==> config.mk <==
export PLATFORM = sky130hd
export DESIGN_NAME = muldiv_seq
export DESIGN_NICKNAME = d
export VERILOG_FILES = /design/src/rtl/muldiv_seq.sv
export SDC_FILE = /design/constraint.sdc
export NUM_CORES = 1
export LEC_CHECK = 0
export ABC_CLOCK_PERIOD_IN_PS = 12760
export BUFFER_PORTS_ARGS = -buffer_cell sky130_fd_sc_hd__buf_4
export CAP_MARGIN = 15
export CELL_PAD_IN_SITES_DETAIL_PLACEMENT = 2
export CELL_PAD_IN_SITES_GLOBAL_PLACEMENT = 2
export CORE_MARGIN = 1
export CORE_UTILIZATION = 40
export CTS_BUF_LIST = sky130_fd_sc_hd__clkbuf_8
export DETAILED_ROUTE_END_ITERATION = 12
export PLACE_DENSITY = 0.88
export SLEW_MARGIN = 20
export SYNTH_ARGS = -nofsm -noshare
export SYNTH_HDL_FRONTEND = slang
export SYNTH_SLANG_ARGS = --single-unit
==> constraint.sdc <==
create_clock -name clk -period 12.76 [get_ports clk]
set_input_delay 0.638 -clock clk [delete_from_list [all_inputs] [get_ports clk]]
set_output_delay 0.638 -clock clk [all_outputs]
set_load 0.005 [all_outputs]
==> src/rtl/muldiv_seq.sv <==
// muldiv_seq - iterative RV32M multiply/divide sequencer for the EX stage.
//
// Takes one M-extension op at a time and spends one cycle per operand bit.
// Multiplies use shift-add and divides use restoring division. While it
// iterates it asks the pipeline to stall. It then presents the result for
// exactly one cycle, alongside done_o.
//
// Ports:
//   clk       core clock, rising edge
//   rst_n     asynchronous reset, active low
//   start_i   EX-stage instruction is a valid M-op
//   funct3_i  000 mul, 001 mulh, 010 mulhsu, 011 mulhu,
//             100 div, 101 divu, 110 rem, 111 remu
//   a_i       rs1 operand (after forwarding)
//   b_i       rs2 operand (after forwarding)
//   flush_i   EX flush; aborts the operation in progress
//   stall_o   freeze PC/IF/ID/EX registers
//   done_o    result valid this cycle
//   result_o  result, meaningful only while done_o=1
module muldiv_seq #(
  parameter int DATA_WIDTH = 32
) (
  input  logic                  clk,
  input  logic                  rst_n,
  input  logic                  start_i,
  input  logic [2:0]            funct3_i,
  input  logic [DATA_WIDTH-1:0] a_i,
  input  logic [DATA_WIDTH-1:0] b_i,
  input  logic                  flush_i,
  output logic                  stall_o,
  output logic                  done_o,
  output logic [DATA_WIDTH-1:0] result_o
);

  localparam int W  = DATA_WIDTH;
  localparam int CW = (W > 1) ? $clog2(W) : 1;
  localparam logic [CW-1:0] LAST    = CW'(W - 1);
  localparam logic [W-1:0]  MIN_NEG = {1'b1, {(W-1){1'b0}}};

  typedef enum logic [1:0] {IDLE, CALC, DONE} state_t;

  state_t         state;
  logic [CW-1:0]  count;
  logic [2:0]     op;
  logic           neg;
  logic [2*W-1:0] acc;
  logic [W-1:0]   opb;

  logic           a_signed, b_signed, a_neg, b_neg;
  logic           div_zero, overflow, neg_in, accept;
  logic [W-1:0]   a_mag, b_mag, fast_result;

  logic [W:0]     sum, trial;
  logic [W+1:0]   diff;
  logic [2*W-1:0] acc_nxt, prod;
  logic [W-1:0]   sel, calc_result;

  // Decode the incoming op.
  // neg_in tells the fix-up stage whether the magnitude result must be negated.
  // For rem only the sign of the dividend matters.
  always_comb begin
    a_signed = 1'b0;
    b_signed = 1'b0;
    case (funct3_i)
      3'b000, 3'b001, 3'b100, 3'b110: begin
        a_signed = 1'b1;
        b_signed = 1'b1;
      end
      3'b010:  a_signed = 1'b1;
      default: ;
    endcase

    a_neg = a_signed & a_i[W-1];
    b_neg = b_signed & b_i[W-1];
    a_mag = a_neg ? -a_i : a_i;
    b_mag = b_neg ? -b_i : b_i;

    div_zero = funct3_i[2] & (b_i == '0);
    overflow = funct3_i[2] & ~funct3_i[0] & (a_i == MIN_NEG) & (b_i == '1);

    case (funct3_i)
      3'b110:                 neg_in = a_neg;
      3'b011, 3'b101, 3'b111: neg_in = 1'b0;
      default:                neg_in = a_neg ^ b_neg;
    endcase

    if (div_zero)
      fast_result = funct3_i[1] ? a_i : '1;
    else
      fast_result = funct3_i[1] ? '0 : MIN_NEG;

    accept = (state == IDLE) & start_i & ~flush_i;
  end

  assign stall_o = accept | (state == CALC);

  // One iteration step, shared by both op classes through the acc register.
  // Multiply: acc = {partial product high, remaining multiplier bits}.
  // Divide:   acc = {partial remainder, dividend bits shifting into quotient}.
  // The trial subtraction carries two extra bits because the shifted remainder
  // can reach 2*divisor-1, which needs W+1 bits. The top bit is then a clean borrow.
  always_comb begin
    sum   = {1'b0, acc[2*W-1:W]} + (acc[0] ? {1'b0, opb} : '0);
    trial = acc[2*W-1:W-1];
    diff  = {1'b0, trial} - {2'b00, opb};

    if (!op[2])
      acc_nxt = {sum, acc[W-1:1]};
    else if (!diff[W+1])
      acc_nxt = {diff[W-1:0], acc[W-2:0], 1'b1};
    else
      acc_nxt = {trial[W-1:0], acc[W-2:0], 1'b0};

    prod = neg ? -acc_nxt : acc_nxt;
    sel  = op[1] ? acc_nxt[2*W-1:W] : acc_nxt[W-1:0];

    if (!op[2])
      calc_result = (op[1:0] == 2'b00) ? prod[W-1:0] : prod[2*W-1:W];
    else
      calc_result = neg ? -sel : sel;
  end

  // Control FSM.
  // done_o is registered and is high only in DONE.
  // Results are captured on the transition into DONE.
  always_ff @(posedge clk or negedge rst_n) begin
    if (!rst_n) begin
      state    <= IDLE;
      count    <= '0;
      op       <= '0;
      neg      <= 1'b0;
      acc      <= '0;
      opb      <= '0;
      done_o   <= 1'b0;
      result_o <= '0;
    end else begin
      done_o <= 1'b0;
      case (state)
        IDLE: begin
          if (accept) begin
            op    <= funct3_i;
            neg   <= neg_in;
            opb   <= b_mag;
            acc   <= {{W{1'b0}}, a_mag};
            count <= '0;
            if (div_zero || overflow) begin
              result_o <= fast_result;
              done_o   <= 1'b1;
              state    <= DONE;
            end else begin
              state <= CALC;
            end
          end
        end
        CALC: begin
          if (flush_i) begin
            state <= IDLE;
            count <= '0;
          end else begin
            acc   <= acc_nxt;
            count <= count + 1'b1;
            if (count == LAST) begin
              result_o <= calc_result;
              done_o   <= 1'b1;
              state    <= DONE;
            end
          end
        end
        DONE: begin
          state <= IDLE;
          count <= '0;
        end
        default: begin
          state <= IDLE;
          count <= '0;
        end
      endcase
    end
  end

endmodule

==> results by group <==
Synth
  • Register bit total from synthesis: 140
  • Async SR Flop Fraction: 100%
  • Area share of the largest cell type after synthesis: 21.7%
  • Mean post-synth cell area: 7.29 um^2
  • Synthesized Nets: 2,362
  • Synth area leaders: dfrtp_1 (22%), o21ai_0 (7.9%), nand2_1 (6.5%)
  • Area leader, netlist: dfrtp_1
  • Post-synthesis sequential area ratio: 21.7%
  • Post-Synthesis Cells: 2,218
  • YS warnings: 0
  • Synth cell types: 91
  • Netlist Area Pre-Place: 16,200 um^2
  • Primary FF master, synth: dfrtp_1
  • Number of synthesized flops with an enable pin: 0

Route
  • # DRC: 0
  • DR vias: 18,700
  • Final wirelength: 81,300 um
  • DR vias/cell: 6.73
  • First drt pass iteration count: 5
  • Avg WL per Cell: 29.2 um
  • 1st-iter DRT viols: 1,689
  • Final ANT Viol Nets: 0

Pwr
  • Worst vdd ir: 0.113 mV
  • Power density over the cells: 218 nW/um^2
  • Internal: 0.00165 W
  • Sequential fraction of design power: 17.4%
  • Clock share of power: 11.5%
  • Comb power frac: 71.2%
  • Tot Pwr: 0.00389 W
  • Psw: 0.00224 W
  • Lkg Pwr: 7.22 nW
  • Switching portion of total power: 57.6%

Floorplanning
  • I/O pin cnt: 105
  • Starting Density: 40.6%
  • Chip width: 203 um
  • CORE AREA: 39,800 um^2
  • Die height: 203 um
  • Die area: 41,200 um^2
  • Rows: 73

Worst setup path
  • Setup CP Type: register to register
  • Reg-to-reg setup timing slack: 5750 ps
  • Worst Path Max Fanout: 17
  • Critical path startpoint category: register
  • Register-to-Register Path Depth: 22
  • Worst EP arrival: 7430 ps
  • Endpoint class of the critical path: register
  • Worst path required time: 13,180 ps

STA
  • Rel. slew slack: 27.2%
  • Clk_skew: 27.6 ps
  • Setup TNS: 0 ps
  • Fmax: 143 MHz
  • Final hold vios: 0
  • Count of final max-slew check failures: 0
  • RSZ-0062 raised after global routing: false
  • Fin crit share: 55.0%
  • Worst-margin pin slew: 1090 ps
  • Final setup viols: 0
  • Minimum clock period: 7010 ps

Place
  • # port buffers: 104
  • Gp weighted congestion: 0.937
  • Detailed-placement wirelength estimate: 61,200 um
  • Area after DPL: 17,400 um^2

Clock network
  • Resized Gates After CTS: 0
  • Clock Path Buffers: 2
  • Clock transition at path regs: 100 ps
  • Clock latency on the worst-skew pair: 560 ps
  • Number of H-tree levels: 4
  • CTS tree: done
  • Number of setup buffers added after CTS: 0
  • Root buf cell: clkbuf_8
  • Clk sink count: 140
  • Num CTS Buffers: 17
  • # hold bufs at CTS: 0

Final layout
  • Filler cells: 4,681
  • Area delta synth->final: 10.2%
  • Design area: 17,800 um^2
  • Post-layout nets: 2,386
  • Commonest non-fill, non-tap cells in the layout: nand2_1 (279), o21ai_0 (254), nor2_1 (177)
  • Most common cell after layout, fill and taps aside: nand2_1
  • Share of cells above drive strength 1: 11.1%

GRT
  • First-pass GRT wire length: 124,000 um
  • Vias in the first global route: 20,200
  • Largest net degree at the start of global routing: 90
  • Tot GR Track Use: 39.5%
  • GRT overflow: 0
  • Initial antenna violation count: 2

Run status
  • Status: finished clean

Hold path
  • HP Class: input port to async pin

Job
  • Maxcap violations: 0
## layout make-up
type / instances / area, um^2 / area share (%)
multi-input combinational: 1872 / 11900 / 66.7
sequential: 140 / 3510 / 19.7
timing repair buffer: 142 / 1070 / 6.00
tap: 525 / 657 / 3.69
inverter: 69 / 259 / 1.45
clock buffer: 18 / 248 / 1.39
clock inverter: 14 / 195 / 1.10
antenna: 2 / 5.00 / 0.0281
## path summary, 6_finish.rpt
path,to,start
setup reg to reg,result_o[18]$_DFFE_PN0P_,acc[33]$_DFFE_PN0P_
max in group asynchronous,opb[10]$_DFFE_PN0P_,rst_n
min in group clk,state[0]$_DFFE_PN0P_,flush_i
hold / removal,result_o[25]$_DFFE_PN0P_,rst_n
setup / recovery,result_o[18]$_DFFE_PN0P_,acc[33]$_DFFE_PN0P_
hold reg to reg,result_o[1]$_DFFE_PN0P_,result_o[1]$_DFFE_PN0P_
## synthesized netlist by cell type, types with 32 or more instances
master	count
dfrtp_1	140
clkbuf_1	101
xnor2_1	87
nor3_1	56
and2_1	50
nand2_1	280
o21ai_0	254
nand3_1	32
nand4_1	32
o211ai_1	45
ha_1	71
inv_1	66
a21oi_1	175
o31ai_1	39
nor2_1	180
a31oi_1	40
xor2_1	80
## metal layers
layer / track usage (%) / part of all wire, % / vias to the layer above
li1: - / - / 8197
met1: 49.8 / 42 / 9531
met2: 65.1 / 47 / 780
met3: 6.82 / 6.6 / 220
met4: 19.2 / 4.8 / 0
met5: 0 / 0 / -
## state kept, by name, indices dropped and copies added, names as in the netlist
register,flops
acc,64
opb,32
result_o,32
count,5
op,3
state,2
done_o,1
neg,1
## through the flow
stage	util, %	cells	setup WS [ps]	hold slack (ps)
after floorplan	-	2218	7190	342
after global placement	43.6	2748	6080	455
after detailed placement	43.6	2748	5990	482
after CTS	44.7	2780	5910	221
after global routing	44.7	2780	5570	211
final	44.8	2782	5750	146
## worst max-delay path, cell delays in order, from the launching register on
cell and delay [ps]:
dfrtp_1 490, ha_1 420, o211ai_1 250, a21oi_1 200
o2111ai_1 420, o311ai_4 170, buf_4 250, nor2_2 340
nand2_1 100, o21ai_0 190, ha_1 290, nand2_1 110
or2_2 380, nor4_1 250, nand3b_1 210, or2_2 380
or4_4 470, or2_4 300, nand2b_1 200, nor4_1 590
mux2_2 410, o2111ai_1 270, o211ai_1 140
## power groups by stage
stage / logic, W / registers [W] / clock network, W
final: 0.00277 / 0.000676 / 0.000446
after global routing: 0.00293 / 0.000687 / 0.000463
after CTS: 0.00269 / 0.000672 / 0.000446
after detailed placement: 0.00265 / 0.000679 / 0
after global placement: 0.00255 / 0.000667 / 0
after floorplan: 0.00181 / 0.000609 / 0
## logic make-up (layout without fill, tap and decap cells)
logic type	Yosys count	after routing	synth area share (%)
compound gates	787	787	31.0
other cells	0	2	0
flops	140	140	21.7
fa+ha+maj	73	73	5.74
xor+xnor	167	167	9.04
buf+inv	206	243	5.05
simple gates	787	787	23.6
mux	58	58	3.96
No activity file was read; power rests on OpenSTA's default activity.
